File: src/rtl/instr_sequencer.sv
// instr_sequencer: issuing side of the run/instruction/done handshake.
// Holds a DEPTH x 16-bit program store loaded while idle. Once started it
// presents one instruction at a time with run high, waits for done, spends
// one cycle with run low, then advances. A watchdog flags a control unit
// that never answers. All outputs are registered.
// Optional build macro: SEQ_SINGLE_STEP_EN adds a 'step' input and a PAUSE
// state, so each instruction after the first waits for a step pulse.
module instr_sequencer #(
    parameter int DEPTH   = 16,
    parameter int AW      = $clog2(DEPTH),
    parameter int TIMEOUT = 8
) (
    input  logic          clk,
    input  logic          reset,
    input  logic          wr_en,
    input  logic [AW-1:0] wr_addr,
    input  logic [15:0]   wr_data,
    input  logic [AW:0]   prog_len,
    input  logic          start,
    input  logic          abort,
    input  logic          done,
`ifdef SEQ_SINGLE_STEP_EN
    input  logic          step,
`endif
    output logic [15:0]   instruction,
    output logic          run,
    output logic [AW-1:0] pc,
    output logic          busy,
    output logic          finished,
    output logic          error
);

    localparam int           WW      = (TIMEOUT > 1) ? $clog2(TIMEOUT) : 1;
    localparam logic [WW-1:0] WD_LAST = WW'(TIMEOUT - 1);
    localparam logic [AW:0]   DEPTH_L = (AW + 1)'(DEPTH);

    typedef enum logic [2:0] {
        S_IDLE,
        S_ISSUE,
        S_GAP,
        S_FIN,
        S_ERR
`ifdef SEQ_SINGLE_STEP_EN
        , S_PAUSE
`endif
    } state_t;

    logic [15:0]   r_mem [DEPTH];

    state_t        r_state,  w_state;
    logic [AW-1:0] r_pc,     w_pc;
    logic [15:0]   r_instr,  w_instr;
    logic          r_run,    w_run;
    logic [WW-1:0] r_wdog,   w_wdog;
    logic [AW:0]   r_len,    w_len;
    logic          r_busy,   r_fin,   r_err;

    logic [AW-1:0] w_pc_inc;
    logic [AW:0]   w_pc_inc_ext;
    logic [AW:0]   w_len_clamp;
    logic          w_go;

    assign w_pc_inc     = r_pc + AW'(1);
    assign w_pc_inc_ext = {1'b0, r_pc} + (AW + 1)'(1);
    assign w_len_clamp  = (prog_len > DEPTH_L) ? DEPTH_L : prog_len;
    assign w_go         = start && (prog_len != '0);

    assign instruction = r_instr;
    assign run         = r_run;
    assign pc          = r_pc;
    assign busy        = r_busy;
    assign finished    = r_fin;
    assign error       = r_err;

    // Program store: writable only while idle, no reset on contents.
    always_ff @(posedge clk) begin
        if (wr_en && r_state == S_IDLE)
            r_mem[wr_addr] <= wr_data;
    end

    // State and registered outputs.
    always_ff @(posedge clk or negedge reset) begin
        if (!reset) begin
            r_state <= S_IDLE;
            r_pc    <= '0;
            r_instr <= '0;
            r_run   <= 1'b0;
            r_wdog  <= '0;
            r_len   <= '0;
            r_busy  <= 1'b0;
            r_fin   <= 1'b0;
            r_err   <= 1'b0;
        end else begin
            r_state <= w_state;
            r_pc    <= w_pc;
            r_instr <= w_instr;
            r_run   <= w_run;
            r_wdog  <= w_wdog;
            r_len   <= w_len;
            r_busy  <= (w_state == S_ISSUE) || (w_state == S_GAP);
            r_fin   <= (w_state == S_FIN);
            r_err   <= (w_state == S_ERR);
        end
    end

    // Next-state logic; abort overrides every other event.
    always_comb begin
        w_state = r_state;
        w_pc    = r_pc;
        w_instr = r_instr;
        w_run   = r_run;
        w_wdog  = r_wdog;
        w_len   = r_len;
        if (abort) begin
            w_state = S_IDLE;
            w_run   = 1'b0;
        end else begin
            case (r_state)
                S_IDLE, S_FIN: begin
                    if (w_go) begin
                        w_state = S_ISSUE;
                        w_pc    = '0;
                        w_instr = r_mem[0];
                        w_run   = 1'b1;
                        w_wdog  = '0;
                        w_len   = w_len_clamp;
                    end
                end
                S_ISSUE: begin
                    w_wdog = r_wdog + WW'(1);
                    if (done) begin
                        w_state = S_GAP;
                        w_run   = 1'b0;
                    end else if (r_wdog == WD_LAST) begin
                        w_state = S_ERR;
                        w_run   = 1'b0;
                    end
                end
                S_GAP: begin
                    if (w_pc_inc_ext == r_len) begin
                        w_state = S_FIN;
                    end else begin
                        w_pc    = w_pc_inc;
                        w_instr = r_mem[w_pc_inc];
                        w_wdog  = '0;
`ifdef SEQ_SINGLE_STEP_EN
                        w_state = S_PAUSE;
                        w_run   = 1'b0;
`else
                        w_state = S_ISSUE;
                        w_run   = 1'b1;
`endif
                    end
                end
`ifdef SEQ_SINGLE_STEP_EN
                S_PAUSE: begin
                    if (step) begin
                        w_state = S_ISSUE;
                        w_run   = 1'b1;
                    end
                end
`endif
                S_ERR: begin
                    w_run = 1'b0;
                end
                default: begin
                    w_state = S_IDLE;
                    w_run   = 1'b0;
                end
            endcase
        end
    end

endmodule

File: config.mk
export PLATFORM = sky130hd
export DESIGN_NAME = instr_sequencer
export DESIGN_NICKNAME = d
export VERILOG_FILES = /design/src/rtl/instr_sequencer.sv
export SDC_FILE = /design/constraint.sdc
export NUM_CORES = 1
export LEC_CHECK = 0
export CAP_MARGIN = 10
export CELL_PAD_IN_SITES_DETAIL_PLACEMENT = 2
export CELL_PAD_IN_SITES_GLOBAL_PLACEMENT = 2
export CORE_MARGIN = 2
export CORE_UTILIZATION = 41
export CTS_CLUSTER_DIAMETER = 150
export DETAILED_ROUTE_END_ITERATION = 7
export PLACE_DENSITY = 0.83
export RECOVER_POWER = 25
export SYNTH_ARGS = -nofsm -noshare
export SYNTH_HDL_FRONTEND = slang
export SYNTH_SLANG_ARGS = --single-unit
File: constraint.sdc
create_clock -name clk -period 2.68 [get_ports clk]
set_input_delay 0.536 -clock clk [delete_from_list [all_inputs] [get_ports clk]]
set_output_delay 0.536 -clock clk [all_outputs]
set_load 0.1 [all_outputs]
Word level (Yosys, flattened, before mapping)
Memories as Yosys holds them, arrays and structs flattened.
Index checks and enable logic that the tools add are counted.
Widths: inputs -> output; s select.
{"block": "word_totals", "ram_bits": 256, "in_bits": 31, "word_cells": 66, "reg_bits": 35, "memories": 1}
{"block": "op_classes", "bitwise": 1, "n_reduce_logical": 12, "mux": 24, "n_lt_le_gt_ge": 1, "eq_ne": 15, "n_addsub": 3}
{"name": "r_mem", "words": 16, "word_bits": 16, "rd": 2, "rd_ports_with_merged_regs": 0, "write_ports": 1, "line_no": "48", "rtl": "logic [15:0] r_mem [DEPTH];"}
{"op": "$mux 16", "n": 2}
{"op": "$pmux 16 s2", "n": 1}
{"op": "$mux 3", "n": 6}
{"op": "$eq 3x2->1 const B", "n": 4}
{"op": "$pmux 3 s4", "n": 1}
{"op": "$eq 3x3->1 const B", "n": 3}
{"op": "$pmux 3 s3", "n": 1}
{"op": "$mux 4", "n": 2}
{"op": "$pmux 4 s2", "n": 1}
{"op": "$reduce_and 4->1", "n": 2}
{"op": "$mux 1", "n": 7}
{"op": "$eq 3x1->1 const B", "n": 2}
{"op": "$ne 3x3->1 const B", "n": 2}
{"op": "$reduce_and 3->1", "n": 2}
{"op": "$add 4x1->5 const B", "n": 1}
{"op": "$eq 5x5->1", "n": 1}
{"op": "$gt 5x5->1 const B", "n": 1}
{"op": "$mux 5", "n": 1}
{"op": "$reduce_bool 5->1", "n": 1}
{"op": "$add 4x1->4 const B", "n": 1}
{"op": "$ne 2x2->1 const B", "n": 2}
{"op": "$ne 4x4->1 const B", "n": 1}
{"op": "$add 3x1->3 const B", "n": 1}
{"op": "$logic_not 3->1", "n": 1}
{"op": "8 further kinds", "n": 9}

Depth between registers and ports, before layout
{"block": "logic_depth", "word_depth": 7, "mapped_depth": 8, "ltp_nobuf": 7}

Worst setup path before layout
OpenSTA, ideal clock, no wires.
{"block": "synth_timing", "path_type": "register to register", "from": "reg r_state[0]", "to": "mem r_mem[0][0] (enable)", "t_arrival_ns": 2.433, "path_buffers": 1, "path_stages_with_launch": 6, "synth_period_minus_slack_ns": 2.842, "setup_ns": 0.409, "path_slack_ns": -0.162, "path_cell_list": "dfrtp_1 > clkbuf_1 > nor4b_1 > nor2b_1 > nand2b_1 > nor3_1"}
{"block": "synth_via", "elab_chain_len": 4}
{"item": "from (decl)", "line_no": "50", "rtl": "state_t r_state, w_state;"}
{"item": "from (signal assigned)", "line_no": "94", "rtl": "r_state <= w_state;"}
{"item": "$logic_not 3->1", "line_no": "77", "rtl": "if (wr_en && r_state == S_IDLE)"}
{"item": "$logic_and 1x1->1", "line_no": "77"}
{"item": "$mux 1", "line_no": "77"}
{"item": "$mux 1 (not written as such)", "line_no": "78", "rtl": "r_mem[wr_addr] <= wr_data;"}
{"item": "to (decl)", "line_no": "48"}
No other way between the ends.

Final worst setup path
{"block": "layout_timing", "from": "reg r_state[0]", "to": "mem r_mem[1][15] (enable)"}
The elaborated chain is that of the path after synthesis.

==> results.py <==
metrics = {
    "outcome": {
        "status": "finished, violations left",
        "violations": "max-capacitance violations, max-slew violations",
    },
    "cts": {
        "clock_latency_ps": 550,
        "postCtsSetupRepairBufs": 0,
        "clkSlewWorstSetupHoldPaths_ps": 60,
        "numCtsBuffers": 31,
        "htreeDepth": 1,
        "cts_max_path_buffers": 3,
        "clock-root-buffer": "clkbuf_16",
        "cts_tree": "yes",
        "cts.sinks": 291,
    },
    "setup_path": {
        "cp_slowest_cell": "dfrtp_1",
        "arrival_ps": 2710,
        "crit_fanout": 16,
        "critPathBufInv": 2,
        "critPathLaunch": "r_state[0]$_DFF_PN0_",
        "crit_type": "register to register",
        "crit_chain": "nor4b_1 -> buf_4 -> nor2b_1 -> nand2b_1 -> nor2_1 -> buf_12",
        "start_kind": "register",
        "r2r-start": "r_state[0]$_DFF_PN0_",
        "ff2ff_path_depth": 6,
        "setup.worst_path.end_class": "register",
        "cp.required_ps": 2930,
        "critPathTopFamily": "simple AND/OR/NAND/NOR gates",
        "cp_slowest_stage_delay_ps": 530,
        "cp.depth": 6,
    },
    "logic_synthesis": {
        "synthFlopType": "edfxtp_1",
        "synth.area.top_cells": "edfxtp_1 (66%), dfrtp_1 (7.5%), mux4_2 (6.1%)",
        "synth_compound_area_frac": 0.0743,
        "synth_area_mm2": 0.0117,
        "synth_warnings": 0,
        "async_flop_share": 0.120,
        "ys_types": 51,
        "synth-xor-area-share": 0.00993,
        "syn_inst": 680,
        "yosys-top-cells-count": "edfxtp_1 (256), mux2i_1 (65), nand2_1 (57)",
        "yosysTopAreaCellShare": 0.656,
        "syn-num-nets": 714,
        "muxShareOfSynthArea": 0.119,
        "synth_edf_count": 256,
        "synth_seq_cells": 291,
        "synth_fa_ha_area_frac": 0.00406,
        "synth_top_area_cell": "edfxtp_1",
        "synth_top_family_by_area": "multiplexers",
        "synth-simple-area-share": 0.0472,
        "yosysMostFrequentCell": "edfxtp_1",
        "syn_area_per_cell_um2": 17.2,
        "synth-seq-area-share": 0.730,
    },
    "route": {
        "top_layer": "met4",
        "routed_wl_um": 33400,
        "drtPass1Iterations": 4,
        "route.vias.total": 6697,
        "wl_met1_um": 14100,
        "drt_iter0_markers": 526,
        "dr_wl_met3_um": 1610,
        "vias_per_cell": 5.69,
        "drtAntennaViolNets": 0,
        "drc": 0,
        "wl_met2_um": 17000,
        "avgRoutedWirePerCell_um": 28.4,
    },
    "sta": {
        "fin_worst_skew_ps": 10.1,
        "post-route-min-period_ps": 2460,
        "worstMarginPinSlew_ps": 2090,
        "finalHoldViolCount": 0,
        "holdWs_ps": 521,
        "rsz0062_at_grt": "no",
        "maxSlewViolCount": 36,
        "fin_crit_sh": 0.917,
        "clock.fmax_mhz": 407,
        "setup-violations-final": 0,
        "relSlewSlack": -0.395,
    },
    "placed_design": {
        "place_hpwl_um": 21800,
        "gp_congestion": 0.810,
        "io_buffers": 54,
    },
    "finish": {
        "n_antenna_cell": 0,
        "nets": 810,
        "drive_gt1_frac": 0.229,
        "post-route-util": 0.502,
        "areaGrowthSynthToFinish_pct": 19.6,
    },
    "global_route": {
        "antenna_found_initial": 0,
        "grt_pass1_vias": 7677,
        "gr-total-overflow": 0,
        "grt_max_degree": 72,
        "grt_pass1_wl_um": 50400,
        "grt_usage": 0.225,
    },
    "pwr": {
        "powerDensity_mw_per_mm2": 763,
        "p_leak_nw": 4.68,
        "p_total_mw": 10.7,
        "irDropWorstVdd_v": 0.000498,
    },
    "floorplanning": {
        "die_h_um": 173,
        "rows": 61,
        "io_pins": 55,
        "start_util": 0.420,
        "die_w_um": 173,
        "die_area_mm2": 0.0300,
        "core_mm2": 0.0279,
    },
    "min_path": {
        "hold_path_depth": 2,
        "hp-start": "r_len[0]$_DFFE_PN0P_",
        "hold_class": "register to register",
    },
    "run": {
        "cap_viol_max_count": 1,
    },
}
stage by stage:
stage	setup WS, ps	setup TNS (ps)	cell area (um^2)	std cells
after floorplan	74.7	0	11700	680
after global placement	167	0	13000	1121
after detailed placement	-54.5	-1880	13000	1121
after CTS	68.2	0	14000	1178
after global routing	88.3	0	14000	1178
final	222	0	14000	1178
worst register-to-register path: stages, from the launching register on:
cell      delay, ps
dfrtp_1         530
nor4b_1         450
buf_4           230
nor2b_1         200
nand2b_1        180
nor2_1          340
buf_12          220
cell type report:
type / count / area (um^2)
well taps: 378 / 473
fillers: 2509 / 13900
repair buffers: 99 / 975
flip-flops and latches: 291 / 8570
multi-input cells: 350 / 3020
clock buffers: 43 / 861
clock inverters: 14 / 123
inverters: 3 / 11.3
sequential cells by signal (all words and copies together), names as in the netlist:
| name | flops |
|---|---|
| r_mem | 256 |
| instruction | 16 |
| r_len | 5 |
| pc | 4 |
| r_state | 3 |
| r_wdog | 3 |
| busy | 1 |
| error | 1 |
| finished | 1 |
| run | 1 |
logic make-up (layout without fill, tap and decap cells):
| logic type | after synthesis | in the layout |
|---|---|---|
| fa+ha+maj | 4 | 4 |
| compound gates | 121 | 121 |
| buf+inv | 39 | 159 |
| simple gates | 116 | 116 |
| flops | 291 | 291 |
| xor+xnor | 10 | 10 |
| mux | 99 | 99 |
report_power, final:
| group | total, mW | internal (mW) | switching, mW |
|---|---|---|---|
| sequential | 5.14 | 5.06 | 0.0865 |
| clock | 4.15 | 2.42 | 1.72 |
| combinational | 1.41 | 0.451 | 0.957 |
| total | 10.7 | 7.93 | 2.77 |
layout by cell type, fill, tap and decap left out, drive strengths merged, types with 12 or more instances in the layout:
| master | synthesis | final |
|---|---|---|
| nor2 | 19 | 19 |
| clkdlybuf4s50 | 0 | 21 |
| o22ai | 16 | 16 |
| o31ai | 17 | 17 |
| mux2i | 65 | 65 |
| clkbuf | 20 | 44 |
| mux4 | 32 | 32 |
| a21oi | 20 | 20 |
| nand2b | 12 | 12 |
| dfrtp | 35 | 35 |
| edfxtp | 256 | 256 |
| nand2 | 57 | 57 |
| o21ai | 26 | 26 |
| buf | 16 | 69 |
| a22oi | 32 | 32 |
per-layer routing:
metal  global-route usage  vias up
met2                0.393      190
li1                     -     2880
met4               0.0604        0
met1                0.294     3578
met5                    0        -
met3               0.0347       49
final timing paths:
check | endpoint | slack, ps
min in group asynchronous | r_len[0]$_DFFE_PN0P_ | 590
worst max-delay path | r_mem[1][15]$_DFFE_PP_ | 220
max in group asynchronous | pc[1]$_DFFE_PN0P_ | 750
worst max register to register | r_mem[1][15]$_DFFE_PP_ | 220
worst min-delay path | r_len[0]$_DFFE_PN0P_ | 520
worst min register to register | r_len[0]$_DFFE_PN0P_ | 520
repair_timing:
item	4_1_cts	5_1_grt
hold buffers	0	0
endpoints found under the setup margin	0	1
resized for setup	0	1
Power figures use the tool's default switching activity.
==> patch: new RTL, config.mk and constraints unchanged <==
`DEPTH`: 16 -> 8. Comments in the files are not updated.
--- a/src/rtl/instr_sequencer.sv
+++ b/src/rtl/instr_sequencer.sv
@@ -6,7 +6,7 @@
 // Optional build macro: SEQ_SINGLE_STEP_EN adds a 'step' input and a PAUSE
 // state, so each instruction after the first waits for a step pulse.
 module instr_sequencer #(
-    parameter int DEPTH   = 16,
+    parameter int DEPTH   = 8,
     parameter int AW      = $clog2(DEPTH),
     parameter int TIMEOUT = 8
 ) (
Ports: changed (resized pc, prog_len and wr_addr); port bits go from 55 to 52. The function was not compared with the original's and may differ.
==> patch against the original RTL <==
Design area down 41%; critical path type unchanged; sequential power fell by 43%; wire length fell by 40%; via count shrank 36%; critical path depth did not move; utilization rose by 1.3 points; power fell by 39%; setup slack got worse by 86 ps; die area down 42%; synthesized area shrank 43%; sequential cell count shrank 130.
==> patch: results (changes against the original RTL) <==
Synthesis
  – Post-synthesis adder-cell area fraction: 0.557% (was 0.406%)
  – Synth top cells by count: edfxtp_1, mux2_2, dfrtp_1 (was edfxtp_1, mux2i_1, nand2_1)
  – Async set-reset flop share out of synthesis: 20.5% (was 12.0%)
  – Post-synthesis sequential area ratio: 69.3% (was 73.0%)
  – Post-synthesis mux area share: 8.51% (was 11.9%)
  – Post-synth net total: 476 (was 714)
  – Synthesized-area fraction occupied by ao, oa, aoi and oai cells: 9.38% (was 7.43%)

Placement
  – Cell Area, Placed: 7600 um^2 (was 13000 um^2)
  – Final GP Congestion: 0.790 (was 0.810)
  – Dpl hpwl: 12.6 mm (was 21.8 mm)

Detailed routing
  – DR WL met2: 10.2 mm (was 17.0 mm)
  – Routed length per instance: 26.9 um (was 28.4 um)
  – Iter 0 DRT Violations: 324 (was 526)
  – Vias: 4256 (was 6697)
  – Met1 WL: 8.82 mm (was 14.1 mm)
  – WL met3: 740 um (was 1.61 mm)

Timing
  – Hold slack: 537 ps (was 521 ps)
  – Slew HR: 56.6% (was -39.5%)

Clock tree
  – Skew-Pair Late Insertion Delay: 440 ps (was 550 ps)
  – Max Buffers Root-to-Sink: 2 (was 3)
  – Htree depth: 4 (was 1)
  – CTS Buf Count: 17 (was 31)

Pwr
  – Sw Pwr: 1.96 mW (was 2.77 mW)
  – Worst vdd ir: 530 uV (was 498 uV)

Global routing
  – Largest net degree at the start of global routing: 34 (was 72)
  – GRT met1 Usage: 31.9% (was 29.4%)
  – Met3 GRT Util: 4.27% (was 3.47%)

Min path
  – WHS Endpoint: instruction[15]$_DFFE_PN0P_ (was r_len[0]$_DFFE_PN0P_)
  – Hold Crit Start: instruction[15]$_DFFE_PN0P_ (was r_len[0]$_DFFE_PN0P_)

Worst setup path
  – CP arrival: 2850 ps (was 2710 ps)
  – CP max stage delay: 600 ps (was 530 ps)
  – CP startpoint: pc[1]$_DFFE_PN0P_ (was r_state[0]$_DFF_PN0_)
  – Slowest stage cell, crit path: ha_4 (was dfrtp_1)
  – R2r endpoint: instruction[3]$_DFFE_PN0P_ (was r_mem[1][15]$_DFFE_PP_)

Run status
  – Outcome: completed (was finished, violations left)

Layout
  – Final net count: 551 (was 810)
-- patch: cell types whose count changed after synthesis, sizes merged, moves of 17 or more --
cell | unedited run | this run
edfxtp | 256 | 128
mux2i | 65 | 19
a22oi | 32 | 0
mux2 | 2 | 34
mux4 | 32 | 0
nand2 | 57 | 26
a21oi | 20 | 0
o21ai | 26 | 6
a211oi | 0 | 17
-- patch: worst reg2reg max path: stages, from the launching register on --
cell and delay (ps):
dfrtp_1 440, ha_4 600, buf_4 240, mux2_2 340, o22ai_1 260, a2111oi_0 150
o32a_2 400
-- patch: power groups by stage --
stage               registers [mW]  clock network, mW  logic (mW)
global route                  2.93               2.64        1.18
floorplan                     3.39                  0       0.322
detailed placement            2.97                  0        1.13
CTS                           2.92               2.56        1.14
global placement              2.96                  0        1.07
finish                        2.92               2.52        1.13
-- patch: per-stage QoR --
| stage | utilization [%] | setup WS (ps) | instances | setup TNS [ps] |
|---|---|---|---|---|
| global route | 51.5 | 33.7 | 748 | 0 |
| finish | 51.5 | 136 | 748 | 0 |
| CTS | 51.5 | 55.0 | 748 | 0 |
| detailed placement | 47.7 | -15.9 | 716 | -15.9 |
| global placement | 47.7 | 139 | 716 | 0 |
| floorplan | - | 54.0 | 444 | 0 |
-- patch: final cells by class --
type / instances / area [um^2]
Timing Repair Buffer: 84 / 738
Multi-Input combinational cell: 247 / 1900
Sequential cell: 161 / 4670
Inverter: 8 / 30.0
Tap cell: 216 / 270
Fill cell: 1461 / 7730
Clock buffer: 17 / 425
Clock inverter: 15 / 180
-- patch: repair_timing --
item / 4_1_cts / 5_1_grt
endpoints found under the setup margin: 0 / 1
gates resized for setup: 0 / 1
buffers inserted: 0 / 0
